**src/rtl/bcd_countdown_timer_pkg.sv**
```systemverilog
// Shared state encodings, BCD digit limits and load sanitising helper
// for the MM:SS countdown timer.
package bcd_countdown_timer_pkg;

  typedef enum logic [1:0] {
    IDLE  = 2'd0,
    RUN   = 2'd1,
    PAUSE = 2'd2,
    RING  = 2'd3
  } state_t;

  localparam logic [3:0] DIGIT_MAX    = 4'd9;
  localparam logic [3:0] SEC_TENS_MAX = 4'd5;

  // Out-of-range preset nibbles saturate at the digit's wrap value.
  function automatic logic [3:0] clamp_digit(input logic [3:0] d, input logic [3:0] max);
    return (d > max) ? max : d;
  endfunction

endpackage

```
**src/rtl/bcd_countdown_timer_digit.sv**
```systemverilog
// One BCD down-counting digit: wraps 0 -> MAX when a borrow arrives,
// and passes that borrow on to the next more significant digit.
module bcd_down_digit
  import bcd_countdown_timer_pkg::*;
#(
  parameter logic [3:0] MAX = DIGIT_MAX
) (
  input  logic       clk,
  input  logic       rst_n,
  input  logic       load,
  input  logic [3:0] load_val,
  input  logic       borrow_in,
  output logic [3:0] value,
  output logic       borrow_out
);

  logic [3:0] value_r;

  // Digit register: load wins over a decrement request.
  always_ff @(posedge clk or negedge rst_n) begin
    if (!rst_n) begin
      value_r <= 4'd0;
    end else if (load) begin
      value_r <= load_val;
    end else if (borrow_in) begin
      value_r <= (value_r == 4'd0) ? MAX : (value_r - 4'd1);
    end else begin
      value_r <= value_r;
    end
  end

  assign value      = value_r;
  assign borrow_out = (value_r == 4'd0) & borrow_in;

endmodule

```
**src/rtl/bcd_countdown_timer.sv**
```systemverilog
// MM:SS BCD countdown timer: four chained down-digits, a control FSM and a
// ring-duration counter advanced by the shared 1 Hz enable tick.
module bcd_countdown_timer
  import bcd_countdown_timer_pkg::*;
#(
  parameter int RING_TICKS = 30,
  parameter int RING_W     = 8
) (
  input  logic       CP,
  input  logic       nCR,
  input  logic       EN,
  input  logic       Load,
  input  logic [7:0] LoadMin,
  input  logic [7:0] LoadSec,
  input  logic       Start,
  input  logic       Stop,
  output logic [7:0] Min,
  output logic [7:0] Sec,
  output logic       Running,
  output logic       Ring,
  output logic       Done
);

  localparam logic [RING_W-1:0] RING_LOAD = RING_W'(RING_TICKS);

  state_t            state_r, state_nx;
  logic [RING_W-1:0] ring_cnt_r, ring_nx;
  logic              done_r;

  logic [3:0] sec_ones_s, sec_tens_s, min_ones_s, min_tens_s;
  logic       b_sec_ones_s, b_sec_tens_s, b_min_ones_s, b_min_tens_s;
  logic       count_zero_s, count_one_s, load_s, dec_s, expire_s;

  assign count_zero_s = ({min_tens_s, min_ones_s, sec_tens_s, sec_ones_s} == 16'h0000);
  assign count_one_s  = ({min_tens_s, min_ones_s, sec_tens_s, sec_ones_s} == 16'h0001);

  // Stop outranks Load; presets are accepted only while not counting or ringing.
  assign load_s   = Load & ~Stop & ((state_r == IDLE) | (state_r == PAUSE));
  assign dec_s    = (state_r == RUN) & EN & ~Stop & ~count_zero_s;
  assign expire_s = (state_r == RUN) & EN & ~Stop & count_one_s;

  bcd_down_digit #(.MAX(DIGIT_MAX)) u_sec_ones (
    .clk(CP), .rst_n(nCR), .load(load_s),
    .load_val(clamp_digit(LoadSec[3:0], DIGIT_MAX)),
    .borrow_in(dec_s), .value(sec_ones_s), .borrow_out(b_sec_ones_s)
  );

  bcd_down_digit #(.MAX(SEC_TENS_MAX)) u_sec_tens (
    .clk(CP), .rst_n(nCR), .load(load_s),
    .load_val(clamp_digit(LoadSec[7:4], SEC_TENS_MAX)),
    .borrow_in(b_sec_ones_s), .value(sec_tens_s), .borrow_out(b_sec_tens_s)
  );

  bcd_down_digit #(.MAX(DIGIT_MAX)) u_min_ones (
    .clk(CP), .rst_n(nCR), .load(load_s),
    .load_val(clamp_digit(LoadMin[3:0], DIGIT_MAX)),
    .borrow_in(b_sec_tens_s), .value(min_ones_s), .borrow_out(b_min_ones_s)
  );

  bcd_down_digit #(.MAX(DIGIT_MAX)) u_min_tens (
    .clk(CP), .rst_n(nCR), .load(load_s),
    .load_val(clamp_digit(LoadMin[7:4], DIGIT_MAX)),
    .borrow_in(b_min_ones_s), .value(min_tens_s), .borrow_out(b_min_tens_s)
  );

  // Next-state and ring-counter decode.
  always_comb begin
    state_nx = state_r;
    ring_nx  = ring_cnt_r;
    case (state_r)
      IDLE: begin
        if (!Stop && !Load && Start && !count_zero_s) state_nx = RUN;
        else                                          state_nx = IDLE;
      end
      RUN: begin
        if (Stop) begin
          state_nx = PAUSE;
        end else if (expire_s) begin
          state_nx = RING;
          ring_nx  = RING_LOAD;
        end else begin
          state_nx = RUN;
        end
      end
      PAUSE: begin
        if (Stop)                                     state_nx = IDLE;
        else if (!Load && Start && !count_zero_s)     state_nx = RUN;
        else                                          state_nx = PAUSE;
      end
      RING: begin
        if (Stop || (EN && (ring_cnt_r <= RING_W'(1)))) begin
          state_nx = IDLE;
          ring_nx  = '0;
        end else if (EN) begin
          ring_nx  = ring_cnt_r - RING_W'(1);
        end else begin
          ring_nx  = ring_cnt_r;
        end
      end
      default: begin
        state_nx = IDLE;
        ring_nx  = '0;
      end
    endcase
  end

  // State, ring counter and expiry pulse registers.
  always_ff @(posedge CP or negedge nCR) begin
    if (!nCR) begin
      state_r    <= IDLE;
      ring_cnt_r <= '0;
      done_r     <= 1'b0;
    end else begin
      state_r    <= state_nx;
      ring_cnt_r <= ring_nx;
      done_r     <= expire_s;
    end
  end

  assign Min     = {min_tens_s, min_ones_s};
  assign Sec     = {sec_tens_s, sec_ones_s};
  assign Running = (state_r == RUN);
  assign Ring    = (state_r == RING);
  assign Done    = done_r;

endmodule

```
**config.mk**
```make
export PLATFORM = sky130hd
export DESIGN_NAME = bcd_countdown_timer
export DESIGN_NICKNAME = d
export VERILOG_FILES = /design/src/rtl/bcd_countdown_timer_pkg.sv /design/src/rtl/bcd_countdown_timer_digit.sv /design/src/rtl/bcd_countdown_timer.sv
export SDC_FILE = /design/constraint.sdc
export NUM_CORES = 1
export LEC_CHECK = 0
export CAP_MARGIN = 20
export CORE_ASPECT_RATIO = 1.1
export CORE_UTILIZATION = 50
export DETAILED_ROUTE_END_ITERATION = 8
export PLACE_DENSITY = 0.86
export SLEW_MARGIN = 0
export SYNTH_ARGS = -nofsm -noshare
export SYNTH_HDL_FRONTEND = slang
export SYNTH_SLANG_ARGS = --single-unit
```
**constraint.sdc**
```tcl
create_clock -name CP -period 2.45 [get_ports CP]
set_input_delay 0.49 -clock CP [delete_from_list [all_inputs] [get_ports CP]]
set_output_delay 0.49 -clock CP [all_outputs]
set_load 0.03 [all_outputs]
```
# ---- Word level (Yosys, flattened, before mapping)
# Cells that the tools add are included.
dict set report totals {
  inputBits 22
  register_bits 27
  word_cells 87
  out_inout_bits 19
}
dict set report op_classes {
  bitwise 12
  n_eq_ne 8
  n_addsub 5
  n_mux 28
  reduce_logical 22
  magnitude_cmp 5
}
# operator n
set op_table {}
lappend op_table {{2-to-1 mux 4 bit} 16}
lappend op_table {{2-to-1 mux 8 bit} 4}
lappend op_table {{== test 16 x 1 -> 1 bit, second input constant} 1}
lappend op_table {{logical NOT 16 bit} 1}
lappend op_table {{logical NOT 4 bit} 4}
lappend op_table {{case mux 8 bit (2 select lines)} 1}
lappend op_table {{subtractor 4 x 1 -> 4 bit, second input constant} 4}
lappend op_table {{> comparator 4 bit, second input constant} 3}
lappend op_table {{2-to-1 mux 2 bit} 5}
lappend op_table {{nonzero test 2 bit} 5}
lappend op_table {{AND 1 bit} 9}
lappend op_table {{<= comparator 8 x 1 -> 1 bit, second input constant} 1}
lappend op_table {{case mux 2 bit (4 select lines)} 1}
lappend op_table {{subtractor 8 x 1 -> 8 bit, second input constant} 1}
lappend op_table {{logical AND 1 bit} 6}
lappend op_table {{== test 2 bit, second input constant} 2}
lappend op_table {{> comparator 4 x 3 -> 1 bit, second input constant} 1}
lappend op_table {{inequality test 2 x 1 -> 1 bit, second input constant} 2}
lappend op_table {{AND reduction 4 bit} 1}
lappend op_table {{logical NOT 1 bit} 3}
lappend op_table {{inequality test 3 x 2 -> 1 bit, second input constant} 1}
lappend op_table {{== test 2 x 1 -> 1 bit, second input constant} 1}
lappend op_table {{logical NOT 2 bit} 1}
lappend op_table {{inequality test 2 bit, second input constant} 1}
lappend op_table {{other kinds (4)} 5}

# ---- Depth between registers and ports, before layout
dict set report depth {
  depth_word 9
  depth_mapped 6
  mapped_depth_nobuf 6
}

# ---- Modules after synthesis
# Synthesis repeated with hierarchy kept, for this count alone.
dict set report hier_totals {
  hier_cells 196
  hier_area_um2 1780.5
}
# mod area_each_um2 seq_area_each_um2 cells_each n_inst
set modules_own_cells {}
lappend modules_own_cells {bcd_countdown_timer 884.6 275.3 109 1}
lappend modules_own_cells {{bcd_down_digit (u_min_ones ...)} 231.5 100.1 22 3}
lappend modules_own_cells {{bcd_down_digit (u_sec_tens)} 201.4 100.1 21 1}

# ---- Least setup slack after synthesis
# OpenSTA, ideal clock, no wires.
dict set report synth_timing {
  path_kind {register -> register}
  startpoint {register u_min_tens.value_r[0] (netlist: u_min_tens.value[0])}
  endpoint {register ring_cnt_r[1]}
  path_stages_with_launch 6
  period_less_slack_ps 2144
  path_slack_ps 306
  t_required_ps 2371
  t_arrival_ps 2065
  n_path_buf 1
  setup_time_ps 79
  path_cell_list {dfrtp_1 -> buf_6 -> or4_4 -> or4_4 -> o21ai_4 -> mux2i_1}
}
dict set report synth_between {
  elab_chain_cells 4
}
# item line_no
set synth_rtl {}
lappend synth_rtl {{start, declared} bcd_countdown_timer_digit.sv:17} ;# logic [3:0] value_r;
lappend synth_rtl {{start signal, assigned} bcd_countdown_timer_digit.sv:24} ;# value_r <= load_val;
lappend synth_rtl {{start signal, assigned} bcd_countdown_timer_digit.sv:26} ;# value_r <= (value_r == 4'd0) ? MAX : (value_r - 4'd1);
lappend synth_rtl {{start signal, assigned} bcd_countdown_timer_digit.sv:28} ;# value_r <= value_r;
lappend synth_rtl {{== test 16 x 1 -> 1 bit} bcd_countdown_timer.sv:35} ;# assign count_one_s = ({min_tens_s, min_ones_s, sec_tens_s, sec_ones_s} == 16'h0001);
lappend synth_rtl {{AND 1 bit} bcd_countdown_timer.sv:40} ;# assign expire_s = (state_r == RUN) & EN & ~Stop & count_one_s;
lappend synth_rtl {{inequality test 2 x 1 -> 1 bit (no source line)} -}
lappend synth_rtl {{AND reduction 4 bit (no source line)} -}
lappend synth_rtl {{end signal, assigned} bcd_countdown_timer.sv:115} ;# ring_cnt_r <= ring_nx;
lappend synth_rtl {{end, declared} bcd_countdown_timer.sv:27} ;# logic [RING_W-1:0] ring_cnt_r, ring_nx;
# No other way between the ends.
# A chain may end at the register's enable or synchronous reset.

# ---- Final worst setup path
dict set report layout_timing {
  startpoint {register state_r[0]}
  endpoint {output Running}
}
dict set report layout_between {
  elab_chain_cells 1
}
# item line_no
set layout_rtl {}
lappend layout_rtl {{start, declared} bcd_countdown_timer.sv:26} ;# state_t state_r, state_nx;
lappend layout_rtl {{start signal, assigned} bcd_countdown_timer.sv:114} ;# state_r <= state_nx;
lappend layout_rtl {{== test 2 x 1 -> 1 bit} bcd_countdown_timer.sv:122} ;# assign Running = (state_r == RUN);
lappend layout_rtl {{end, declared} bcd_countdown_timer.sv:19} ;# output logic Running,
# No other way between the ends.

==> flow_metrics.py <==
metrics = {
    "route": {
        "drtIter0Drc": 156,
        "vias": 1852,
        "via_per_inst": 6.07,
        "ant_nets": 0,
        "totalWireLength_mm": 4.55,
        "wl_per_cell_um": 14.9,
        "drc": 0,
        "drt-pass1-iter-count": 4,
    },
    "global_routing": {
        "track_usage_pct": 25.6,
        "grt_pass1_vias": 1762,
        "overflow": 0,
        "grt_pass1_wl_mm": 7.74,
        "antenna_found_initial": 0,
        "grt_max_degree": 28,
    },
    "logic_synthesis": {
        "yosysSeqAreaShare_pct": 37.4,
        "syn_nets": 234,
        "syn-instance-count": 210,
        "synth_area_um2": 1800,
        "async_reset_ff_share_pct": 100,
        "synth_edf_count": 0,
        "yosys.cell_types.count": 48,
        "syn_avg_cell_area_um2": 8.59,
        "yosysWarningCount": 0,
        "synth-seq-cells": 27,
        "synthFlopType": "dfrtp_1",
    },
    "timing": {
        "slew_violations": 0,
        "tns_ps": 0,
        "worst_slew_pin_slew_ps": 718,
        "timing.slew.headroom_pct": 51.9,
        "max_freq_mhz": 439,
        "clock_skew_ps": 14.0,
        "rsz0062_at_grt": "false",
        "final.min_clock_period_ps": 2280,
        "setup_viol": 0,
        "timing.final.crit_share_pct": 92.9,
        "finalHoldViolCount": 0,
        "fin_ws_ps": 175,
    },
    "pwr": {
        "p_per_area_nw_per_um2": 537,
        "peakVddDrop_mv": 0.388,
        "power.share.clock_pct": 15.8,
        "intPower_mw": 0.769,
        "seq_power_share_pct": 49.4,
        "comb_power_share_pct": 34.7,
        "p_leak_nw": 0.936,
        "p_sw_mw": 0.487,
        "p_sw_share_pct": 38.8,
    },
    "placement": {
        "port_buffers": 40,
        "post-place-ws_ps": 128,
        "gp_congestion": 0.910,
        "place_area_um2": 2310,
        "dp_hpwl_mm": 3.36,
    },
    "die": {
        "fp.dieW_um": 59.3,
        "design.core.area_um2": 3390,
        "dieArea_um2": 3850,
        "io_pins": 41,
        "row_count": 22,
        "start_util_pct": 53.3,
        "die_y_um": 65,
    },
    "layout": {
        "post-route-util_pct": 69.1,
        "drive_gt1_share_pct": 9.73,
        "finalNetCount": 282,
        "diodes": 0,
        "fillers": 277,
        "area_growth_pct": 29.6,
        "fin_area_um2": 2340,
    },
    "worst_setup_path": {
        "start_kind": "flip-flop",
        "crit_buf_inv": 2,
        "worstPathCellList": "inv_1 -> nor2_1 -> clkdlybuf4s50_1",
        "crit_type": "flip-flop to output pin",
        "required_ps": 1960,
        "path_max_fanout": 8,
        "slowest_delay_ps": 700,
        "endpoint_kind": "output pin",
        "arrival_ps": 1790,
        "slowest_stage": "clkdlybuf4s50_1",
        "cpLargestDelayFamily": "buffers and inverters",
    },
    "clocking": {
        "post-cts-setup-buffers": 0,
        "clk_pin_slew_ps": 150,
        "cts_hold_buf": 0,
        "post_cts_resized": 0,
        "cts_max_path_buffers": 2,
        "numCtsBuffers": 3,
        "cts_tree": "done",
        "cts.sinks": 27,
        "root_buffer": "clkbuf_4",
        "clock_latency_ps": 340,
        "cts.htree.levels": 1,
    },
    "run": {
        "drv_cap": 0,
    },
    "outcome": {
        "status": "finished, final reports clean",
    },
    "min_path": {
        "min_path_type": "input pin to async pin",
    },
}
-- cells by family (layout without fill, tap and decap cells) --
kind of cell,count (synthesis),after routing,share of synthesized area [%]
multiplexers,4,4,2.22
AO/OA/AOI/OAI,66,66,23.7
AND/OR/NAND/NOR,90,90,30.4
adder cells (fa/ha/maj),2,2,1.39
buffers and inverters,21,68,4.78
flip-flops,27,27,37.4
-- through the flow --
step,power [mW],std cells,hold slack (ps)
after floorplan,0.869,210,194
after global placement,1.05,301,560
after detailed placement,1.06,301,566
after CTS,1.26,305,521
after global routing,1.34,305,513
final,1.26,305,511
-- layer usage --
| metal | up-vias | global-route usage [%] | wire (µm) |
|---|---|---|---|
| li1 | 901 | - | - |
| met5 | - | 0 | 0 |
| met2 | 71 | 43.8 | 2200 |
| met3 | 9 | 2.00 | 252 |
| met1 | 871 | 33.5 | 2020 |
| met4 | 0 | 8.63 | 78 |
-- power by group through the flow --
stage	logic, mW	clock network, mW	registers, mW
floorplan	0.190	0	0.679
global placement	0.428	0	0.627
detailed placement	0.434	0	0.627
CTS	0.436	0.206	0.618
global route	0.472	0.229	0.634
finish	0.436	0.199	0.621
-- Yosys cell counts (4+ instances only) --
library cell  count  area share (%)
mux2i_1           4             2.2
a21oi_1          18             5.0
nor3_1            4             1.1
nor4_1           10             3.5
o21ai_1           5             1.4
dfrtp_1          27              37
nand3_1           8             2.2
clkbuf_1          7             1.5
or3_1             4             1.4
and3_1            4             1.4
o31ai_1           5             2.1
or4_1             7             2.9
a31oi_1           9             3.1
o21ai_0          10             2.8
nand2_1          11             2.3
inv_1            12             2.5
nor2_1           18             3.7
-- final timing paths --
path | slack, ps | depth (start not counted) | startpoint | end
worst max-delay path | 170 | 3 | state_r[0] | Running
worst max register to register | 350 | 4 | u_min_tens.value[0] | ring_cnt_r[1]
max in group asynchronous | 1660 | 2 | nCR | ring_cnt_r[0]
min in group CP | 600 | 2 | ring_cnt_r[7] | ring_cnt_r[7]
worst min register to register | 600 | 2 | ring_cnt_r[7] | ring_cnt_r[7]
worst min-delay path | 510 | 2 | nCR | state_r[1]
-- layout by cell type (no fill, tap or decap), types with 3 or more instances in the layout --
master            n
clkdlybuf4s50_1  39
nor3_1            4
nor4_1           10
a21oi_1          18
o21ai_1           5
and3_1            4
nand2_1          11
or4_1             7
nor2_1           18
a31oi_1           9
dfrtp_1          27
mux2i_1           4
o221ai_1          3
or3_1             4
nand3_1           8
nand4_1           3
o21ai_0          10
buf_4            11
clkbuf_4          3
o211ai_1          3
o31ai_1           5
inv_1            12
-- registers in the layout, summed over array words and instances, names as in the netlist --
name and count:
Done 1, ring_cnt_r 8, state_r 2, u_min_ones.value 4, u_min_tens.value 4, u_sec_ones.value 4, u_sec_tens.value 4
-- final cells by class --
cell class,count,area (µm²),area share [%]
repair buffers,51,485,20.8
multi-input cells,162,1040,44.6
inverters,13,48.8,2.09
flip-flops and latches,27,676,28.9
well taps,48,60.1,2.57
clock buffers,4,26.3,1.12
Note: power is estimated with default switching activity, not from simulation.
